$ cat src/rtl/rr_arbiter_138.sv
// Eight-way round-robin arbiter with an active-low one-hot grant, per-grant hold limit
// and a mandatory release cycle between grants.
module rr_arbiter_138 #(
  parameter int MAX_HOLD = 16
) (
  input  logic       clk,
  input  logic       reset,
  input  logic       en,
  input  logic [7:0] req,
  input  logic       done,
  output logic [7:0] grant_n,
  output logic [2:0] grant_idx,
  output logic       busy,
  output logic       timeout
);

  typedef enum logic [1:0] {
    IDLE    = 2'd0,
    GRANT   = 2'd1,
    RELEASE = 2'd2
  } state_t;

  localparam logic [7:0] MAX_HOLD_W = 8'(MAX_HOLD);

  state_t     state_reg;
  logic [2:0] ptr_reg;
  logic [7:0] hold_reg;

  logic [7:0] rot;
  logic [2:0] offset;
  logic [2:0] pick_idx;
  logic [7:0] hold_inc;
  logic       hold_hit;
  logic       grant_exit;

  // rot[i] is the request that sits i places above the search pointer.
  genvar gi;
  generate
    for (gi = 0; gi < 8; gi++) begin : g_rot
      assign rot[gi] = req[3'(ptr_reg + 3'(gi))];
    end
  endgenerate

  always_comb begin
    offset = 3'd0;
    for (int i = 7; i >= 0; i--) begin
      if (rot[i]) offset = 3'(i);
    end
  end

  assign pick_idx   = ptr_reg + offset;
  assign hold_inc   = (hold_reg == 8'hFF) ? hold_reg : hold_reg + 8'd1;
  assign hold_hit   = (hold_inc >= MAX_HOLD_W);
  assign grant_exit = done | ~req[grant_idx] | ~en | hold_hit;

  always_ff @(posedge clk) begin
    if (reset) begin
      state_reg <= IDLE;
      grant_n   <= 8'hFF;
      grant_idx <= 3'd0;
      busy      <= 1'b0;
      timeout   <= 1'b0;
      ptr_reg   <= 3'd0;
      hold_reg  <= 8'd0;
    end else begin
      case (state_reg)
        IDLE: begin
          timeout <= 1'b0;
          if (en && (req != 8'd0)) begin
            state_reg <= GRANT;
            grant_n   <= ~(8'd1 << pick_idx);
            grant_idx <= pick_idx;
            busy      <= 1'b1;
            hold_reg  <= 8'd0;
          end
        end
        GRANT: begin
          hold_reg <= hold_inc;
          if (grant_exit) begin
            state_reg <= RELEASE;
            grant_n   <= 8'hFF;
            busy      <= 1'b0;
            // A done pulse in the limit cycle counts as a clean release.
            timeout   <= hold_hit & ~done;
            ptr_reg   <= grant_idx + 3'd1;
          end
        end
        RELEASE: begin
          state_reg <= IDLE;
          timeout   <= 1'b0;
        end
        default: begin
          state_reg <= IDLE;
          grant_n   <= 8'hFF;
          busy      <= 1'b0;
          timeout   <= 1'b0;
        end
      endcase
    end
  end

endmodule

$ cat config.mk
export PLATFORM = sky130hd
export DESIGN_NAME = rr_arbiter_138
export DESIGN_NICKNAME = d
export VERILOG_FILES = /design/src/rtl/rr_arbiter_138.sv
export SDC_FILE = /design/constraint.sdc
export NUM_CORES = 1
export LEC_CHECK = 0
export BUFFER_PORTS_ARGS = -buffer_cell sky130_fd_sc_hd__buf_2
export CAP_MARGIN = 25
export CORE_MARGIN = 4
export CORE_UTILIZATION = 40
export CTS_CLUSTER_DIAMETER = 120
export DETAILED_ROUTE_END_ITERATION = 10
export GPL_ROUTABILITY_DRIVEN = 0
export HOLD_SLACK_MARGIN = 0.15
export PLACE_DENSITY_LB_ADDON = 0.12
export SYNTH_ARGS = -nofsm -noshare
export SYNTH_HDL_FRONTEND = slang
export SYNTH_SLANG_ARGS = --single-unit
$ cat constraint.sdc
create_clock -name clk -period 4.13 [get_ports clk]
set_input_delay 0.413 -clock clk [delete_from_list [all_inputs] [get_ports clk]]
set_output_delay 0.413 -clock clk [all_outputs]
set_load 0.01 [all_outputs]
==> flow_summary.yaml, run 1 <==
clocking:
  cts-root-buf: "clkbuf_8"
  clkTransAtPathRegs_ps: 90
  htreeDepth: 1
  numCtsBuffers: 3
  hold_buffers: 0
  cts_resized: 0
  clock-sinks: 26
  cts_tree: "done"
  clock_latency_ps: 270
  clk_path_buf_depth: 2
  cts_setup_buffers: 0
drt:
  drc: 0
  firstDrtPassIters: 4
  drt_wl_total_um: 4562
  drt_iter0_markers: 119
  antenna_left: 0
  wire_per_inst_um: 15.57
  vias: 1673
  avgViaCountPerCell: 5.710
floorplanning:
  io_pins: 25
  die_h_um: 78.86
  die_w_um: 78.86
  coreArea_mm2: 0.004786
  rows: 25
  die_area_mm2: 0.006218
  initial_core_util: 0.4196
sta:
  worst_pin_slew_ps: 593.7
  finalClockSkew_ps: 4.237
  finalWorstSetupSlack_ps: 463.2
  final_max_slew_viol_count: 0
  min_period_over_period: 0.8879
  rsz0062_at_grt: "false"
  slew_headroom: 0.6034
  period_minus_slack_ps: 3667
  fmax_mhz: 272.7
  setup_viol: 0
  holdWs_ps: 438.7
  fin_tns_setup_ps: 0
  hold_viol: 0
placement:
  place_ws_ps: 456.6
  dpl.hpwl_um: 3354
  dpl_cell_area_mm2: 0.002148
  port_buffers: 24
yosys:
  synth_top_area_share: 0.2592
  yosys-top-cells-area: "dfxtp_1 26%, mux4_1 9.2%, mux4_2 7.9%"
  avgSynthCellArea_um2: 9.701
  yosys_most_used_dff: "dfxtp_1"
  synth_area_mm2: 0.002008
  seq_area_frac_synth: 0.2592
  syn-num-nets: 225
  synth-edff-count: 0
  yosys.area.top_type: "dfxtp_1"
  syn_inst: 207
  yosys_warnings: 0
  ys_types: 51
  synthArstFlopShare: 0
  synth-seq-cells: 26
global_route:
  grt_max_degree: 19
  grt_antenna_before_repair: 0
  grt_pass1_vias: 1665
  track_usage: 0.1571
  grt_pass1_wl_um: 7962
  grt-ovfl-total: 0
power_and_ir_drop:
  power_leakage_nw: 0.8167
  vdd_ir_drop_max_mv: 0.2259
  p_per_area_mw_per_mm2: 335.1
run:
  timing.max_cap.violations: 0
critical_path:
  cp_cell_sequence: "inv_1 -> ha_1 -> mux2_2 -> mux2i_1 -> a221oi_1 -> a221oi_1 -> o22a_1 -> nor2_1 -> o22a_1 -> ha_1 -> inv_1 -> fa_1 -> nor3b_1 -> inv_1 -> o22a_1"
  path_buf_inv: 3
  required_ps: 4300
  cp_slowest_stage_delay_ps: 540
  cp_max_fo: 10
  critPathKind: "flop to flop"
  cp-end-kind: "flop"
  path_delay_family: "adder cells"
  crit_arrival_ps: 3840
  worst_path_max_delay_cell: "ha_1"
  cp-start-kind: "flop"
final_layout:
  nNetsFinal: 245
  final_area_mm2: 0.002220
  diodes: 0
  area_growth_pct: 10.53
  final_layout_size_suffix_gt1_frac: 0.2257
hold_path:
  hp-class: "primary input to flop"
run_status:
  status: "completed"
==> worst min-delay path, stage by stage <==
cell and delay [ps]:
buf_2 90, or3_1 120, a21oi_1 40
==> cell type report <==
cell class	instances	area, um^2
Multi-Input combinational cell	162	1375
Timing Repair Buffer	27	142.6
Clock buffer	3	41.29
Fill cell	469	2566
Inverter	7	26.28
Clock inverter	1	30.03
Tap cell	67	83.83
Sequential cell	26	520.5
==> cell families (layout without fill, tap and decap cells) <==
family,after synthesis,count (layout),share of synthesized area
AO/OA/AOI/OAI,45,45,0.1614
adder cells (fa/ha/maj),6,6,0.04112
XOR/XNOR,6,6,0.03926
AND/OR/NAND/NOR,75,75,0.1882
multiplexers,30,30,0.2548
buffers and inverters,19,38,0.05608
flip-flops,26,26,0.2592
==> layer usage <==
metal	up-vias	wire (um)	track usage
met2	34	2147	0.2589
met4	0	41	0.03780
met1	798	2214	0.2187
met5	-	0	0
li1	836	-	-
met3	5	158	0.02154
==> per-stage QoR <==
stage | util | instances | power, W
3_3_place_gp | 0.4489 | 289 | 0.0005406
5_1_grt | 0.4638 | 293 | 0.0007925
6_report | 0.4638 | 293 | 0.0007438
2_1_floorplan | - | 207 | 0.0004818
3_5_place_dp | 0.4489 | 289 | 0.0005400
4_1_cts | 0.4638 | 293 | 0.0007554
==> layout by cell type (no fill, tap or decap), types with 3 or more instances in the layout <==
cell type  count
dfxtp_1       26
mux4_2         7
mux4_1         7
o22a_1         3
mux2i_1        8
inv_1          7
o32a_1         3
buf_4          3
buf_2         24
clkbuf_8       3
xor2_1         3
a31oi_1        3
nand3_1        6
nor3_1         7
mux2_2         8
o21ai_0        4
nand2_1        7
a221oi_1       3
nand2b_1       3
nor2b_1        5
nor4_1         3
ha_1           5
nor2_1        30
a21oi_1       13
==> synthesized netlist by cell type (all sizes together) (3+ instances only) <==
| master | n |
|---|---|
| dfxtp | 26 |
| nor3 | 7 |
| o22a | 4 |
| mux2 | 8 |
| a21oi | 13 |
| a221oi | 3 |
| o32a | 3 |
| nor2 | 30 |
| a211oi | 3 |
| buf | 3 |
| ha | 5 |
| xor2 | 4 |
| mux2i | 8 |
| clkbuf | 8 |
| a31oi | 3 |
| o21ai | 4 |
| mux4 | 14 |
| nand3 | 6 |
| inv | 7 |
| nand2b | 3 |
| nor2b | 5 |
| nand2 | 7 |
| nor4 | 3 |
==> final timing paths <==
kind | startpoint | endpoint | slack [ps] | depth (start not counted)
setup reg to reg | ptr_reg[0] | grant_n[6] | 460 | 15
hold reg to reg | timeout | timeout | 460 | 2
hold / removal | done | timeout | 440 | 3
setup / recovery | ptr_reg[0] | grant_n[6] | 460 | 15
==> where the power goes <==
| part | internal [W] | switching [W] |
|---|---|---|
| logic | 0.000115 | 0.000136 |
| clock network | 0.000130 | 0.0000806 |
| registers | 0.000266 | 0.0000166 |
Power figures use the tool's default switching activity.
==> run 2, diff against run 1 <==
CORE_ASPECT_RATIO = 1.1   (was not set)
CORE_UTILIZATION = 46   (was 40)
==> run 2 against run 1 <==
Net effect: non-clock buffer count is the same; largest power group unchanged; clock skew shrank 0.89 ps; final area shrank 1.6%; worst hold slack gained 8.7 ps; core utilization grew 7.1 points; die area shrank 12%; worst setup slack lost 110 ps; cell count shrank 5.1%; clock power shrank 24%; sequential power is essentially flat; wire length grew 0.15%.
==> flow_summary.yaml, run 2 (synthesized netlist as in run 1, its figures left out) <==
floorplanning:
  coreArea_mm2: 0.004084
  die_w_um: 71.00
  die_area_mm2: 0.005488
  initial_core_util: 0.4917
  io_pins: 25
  die_h_um: 77.30
  rows: 24
final_layout:
  layout_commonest_cell: "nor2_1"
  diodes: 0
  area_growth_pct: 8.785
  nNetsFinal: 245
  final_cell_mix: "30 x nor2_1, 26 x dfxtp_1, 24 x buf_2"
  final_area_mm2: 0.002185
  final_layout_size_suffix_gt1_frac: 0.2257
critical_path:
  r2r_start: "ptr_reg[0]"
  r2r-end: "grant_n[4]"
  crit_arrival_ps: 3930
  cp_max_fo: 10
  reg2reg_depth: 14
  reg2reg_slack_ps: 350
  cp-start-kind: "flop"
  cp-end-kind: "flop"
  critPathLaunch: "ptr_reg[0]"
  required_ps: 4280
  critPathKind: "flop to flop"
clocking:
  numCtsBuffers: 3
  cts-root-buf: "clkbuf_8"
  htreeDepth: 1
  cts_tree: "done"
  cts_setup_buffers: 0
  clock-sinks: 26
  cts_resized: 0
  hold_buffers: 0
  clk_path_buf_depth: 2
  clkTransAtPathRegs_ps: 80
  clock_latency_ps: 270
drt:
  antenna_left: 0
  vias: 1734
  firstDrtPassIters: 4
  drt_wl_total_um: 4569
  drt_iter0_markers: 169
  wire_per_inst_um: 16.44
  avgViaCountPerCell: 6.237
  drc: 0
sta:
  hold_viol: 0
  slew_headroom: 0.6084
  finalClockSkew_ps: 3.346
  final_max_slew_viol_count: 0
  period_minus_slack_ps: 3780
  min_period_over_period: 0.9153
  fmax_mhz: 264.5
  rsz0062_at_grt: "false"
  setup_viol: 0
  fin_tns_setup_ps: 0
  holdWs_ps: 447.3
  worst_pin_slew_ps: 586.1
hold_path:
  min_path_cells: 3
  hp-class: "primary input to flop"
  holdPathEnd: "timeout"
  min_from: "done"
global_route:
  grt_pass1_vias: 1634
  track_usage: 0.1722
  grt_pass1_wl_um: 7824
  grt-ovfl-total: 0
  grt_max_degree: 19
  grt_antenna_before_repair: 0
placement:
  dpl.hpwl_um: 3467
  port_buffers: 24
  dpl_cell_area_mm2: 0.002130
power_and_ir_drop:
  p_per_area_mw_per_mm2: 318.9
  power_leakage_nw: 0.8097
  vdd_ir_drop_max_mv: 0.2414
run_status:
  status: "completed"
run:
  timing.max_cap.violations: 0
[run 2: cell count changes in the layout (fill, tap and decap cells not counted), sizes merged]
cell	previous run	this run
clkbuf	3	4
bufinv	1	0
[run 2: worst max-delay path by stage]
stage,end,slack [ps],cells after the start
2_1_floorplan,grant_n[4],600,16
3_3_place_gp,grant_n[4],550,14
3_5_place_dp,grant_n[4],420,14
4_1_cts,grant_n[4],380,14
5_1_grt,grant_n[6],10,15
6_report,grant_n[4],350,14
[run 2: metal layers]
metal | up-vias | GRT usage | wire length (um)
li1 | 837 | - | -
met5 | - | 0 | 0
met2 | 60 | 0.2681 | 2157
met4 | 0 | 0.05827 | 60
met3 | 7 | 0.02353 | 214
met1 | 830 | 0.2439 | 2137
[run 2: power by group]
group | switching (W) | leakage [nW] | internal, W
combinational | 0.000140 | 0.569 | 0.000116
sequential | 0.0000163 | 0.212 | 0.000265
clock | 0.0000742 | 0.0288 | 0.0000851
[run 2: metrics by stage]
stage | util | cells | power, W | setup slack, ps
6_report | 0.5349 | 278 | 0.0006967 | 349.9
5_1_grt | 0.5349 | 278 | 0.0007471 | 14.16
4_1_cts | 0.5349 | 278 | 0.0007029 | 379.0
3_5_place_dp | 0.5214 | 274 | 0.0005392 | 415.7
3_3_place_gp | 0.5214 | 274 | 0.0005311 | 547.7
2_1_floorplan | - | 207 | 0.0004818 | 598.6
[run 2: worst max-delay path: stages, from the launching register on]
cell      delay [ps]
dfxtp_1          340
inv_1             90
ha_1             560
mux2_2           260
mux2i_1           70
a221oi_1         470
a221oi_1         170
o22a_1           220
nor2_1            80
o22a_1           140
ha_1             130
inv_1             50
fa_1             610
nand2_1          100
o32a_1           350
[run 2: cell type report]
class                      instances  area [um^2]
tap                               52        65.06
clock buffer                       4        55.05
timing repair buffer              27        142.6
sequential                        26        520.5
inverter                           7        26.28
fill                             390         1899
multi-input combinational        162         1375
==> run 3, diff against run 2 <==
REMOVE_ABC_BUFFERS = 1   (was not set)
clock period = 3.45 ns   (was 4.13 ns; I/O delays follow)
==> run 3 against run 2 <==
Net effect: the flow now finishes with violations (negative setup slack); core utilization rose by 4.4 points; sequential share of layout area fell by 1.6 points; wire length rose by 7.9%; first-iteration DRC count fell by 4.7%; clock power rose by 61%; register-to-register slack got worse by 380 ps; die area did not move.
==> flow_summary.yaml, run 3 (synthesized netlist as in run 1, its figures left out) <==
placement:
  place_ws_ps: -4.447
  port_buffers: 24
  dpl.hpwl_um: 3524
critical_path:
  reg2reg_depth: 14
  crit_arrival_ps: 3650
  r2r-end: "grant_n[7]"
  required_ps: 3620
  reg2reg_slack_ps: -30
  cp-start-kind: "flop"
  critPathKind: "flop to flop"
  cp-end-kind: "flop"
  r2r_start: "ptr_reg[0]"
  cp_max_fo: 6
sta:
  fmax_mhz: 287.5
  min_period_over_period: 1.008
  period_minus_slack_ps: 3478
  holdWs_ps: 367.6
  final_max_slew_viol_count: 0
  finalWorstSetupSlack_ps: -27.83
  slew_headroom: 0.6039
  worst_pin_slew_ps: 592.9
  setup_viol: 1
  hold_viol: 0
  finalClockSkew_ps: 3.582
  rsz0062_at_grt: "true"
drt:
  drt_iter0_markers: 161
  antenna_left: 0
  wire_per_inst_um: 17.00
  drt_wl_total_um: 4930
  drc: 0
  vias: 1852
  firstDrtPassIters: 4
  avgViaCountPerCell: 6.386
power_and_ir_drop:
  p_per_area_mw_per_mm2: 405.6
  power_leakage_nw: 0.9024
  vdd_ir_drop_max_mv: 0.3035
clocking:
  clk_path_buf_depth: 2
  clkTransAtPathRegs_ps: 90
  cts-root-buf: "clkbuf_8"
  htreeDepth: 1
  clock_latency_ps: 280
  numCtsBuffers: 3
  clock-sinks: 26
  cts_tree: "done"
floorplanning:
  rows: 24
  die_h_um: 77.30
  coreArea_mm2: 0.004084
  initial_core_util: 0.4917
  io_pins: 25
  die_area_mm2: 0.005488
  die_w_um: 71.00
run_status:
  status: "finished with violations"
  failed_checks: "negative setup slack"
run:
  timing.max_cap.violations: 0
final_layout:
  nNetsFinal: 257
  multi_input_area_mm2: 0.001436
  area_growth_pct: 17.69
  register_area_um2: 524.3
  final_cell_mix: "29 x nor2_1, 24 x buf_2, 23 x dfxtp_1"
  layout_commonest_cell: "nor2_1"
  diodes: 0
  final_layout_size_suffix_gt1_frac: 0.3235
  fillers: 386
global_route:
  grt_pass1_wl_um: 8010
  grt-ovfl-total: 0
  grt_antenna_before_repair: 0
  track_usage: 0.1769
  grt_max_degree: 19
  grt_pass1_vias: 1728
hold_path:
  holdPathEnd: "timeout"
  min_path_cells: 3
  hp-class: "primary input to flop"
  min_from: "done"
run 3: cell count changes in the layout (fill, tap and decap cells not counted), sizes merged:
cell    previous run  this run
bufinv             0         1
buf               27        39
clkbuf             4         3
run 3: repair_timing:
item | 4_1_cts | 5_1_grt
gates resized for setup | 1 | 19
hold buffers | 0 | 0
setup buffers | 0 | 4
pin swaps | 0 | 8
setup endpoints to repair | 2 | 9
run 3: per-stage QoR:
step                      power [W]  cells  utilization  instance area, um^2  TNS (ps)
after floorplan           0.0005640    195            -                 1922     -3227
after global placement    0.0006540    282       0.5362                 2190         0
after detailed placement  0.0006646    282       0.5362                 2190    -8.233
after CTS                 0.0009225    286       0.5542                 2263         0
after global routing       0.001012    290       0.5787                 2364    -291.8
final                     0.0009587    290       0.5787                 2364    -27.83
run 3: final cells by class:
class | count | area share
multi-input cells | 162 | 0.6077
flip-flops and latches | 26 | 0.2218
repair buffers | 39 | 0.1016
well taps | 52 | 0.02753
clock buffers | 3 | 0.01747
clock inverters | 1 | 0.01271
inverters | 7 | 0.01112
run 3: power by group:
part           switching [W]  total (W)  internal, W  leakage [nW]
combinational       0.000186   0.000363     0.000177         0.654
clock               0.000101   0.000256     0.000155        0.0357
sequential         0.0000205   0.000339     0.000319         0.213
total               0.000307   0.000959     0.000651         0.902
run 3: routing by layer:
layer,GRT usage,vias up,wire (um)
met5,0,-,0
met4,0.06767,0,112
met2,0.2848,81,2366
met1,0.2308,891,2109
li1,-,864,-
met3,0.03660,16,341
run 3: worst max-delay path by stage:
stage               start    endpoint  slack, ps  cells past startpoint
2_1_floorplan  ptr_reg[0]  grant_n[6]       -460                     15
3_3_place_gp   ptr_reg[0]  grant_n[4]        100                     14
3_5_place_dp   ptr_reg[0]  grant_n[4]         -4                     14
4_1_cts        ptr_reg[1]  grant_n[6]          3                     15
5_1_grt        ptr_reg[1]  grant_n[7]       -120                     14
6_report       ptr_reg[0]  grant_n[7]        -30                     14
run 3: worst max-delay path: stages (launching register included):
cell and delay (ps):
dfxtp_2 350, inv_2 60, ha_4 300, mux2_4 320, mux2i_1 200, a221oi_2 120
a221oi_1 340, o22a_1 210, nor2_1 50, o22a_1 170, ha_1 180, inv_1 80
fa_2 490, buf_4 170, o32a_1 330
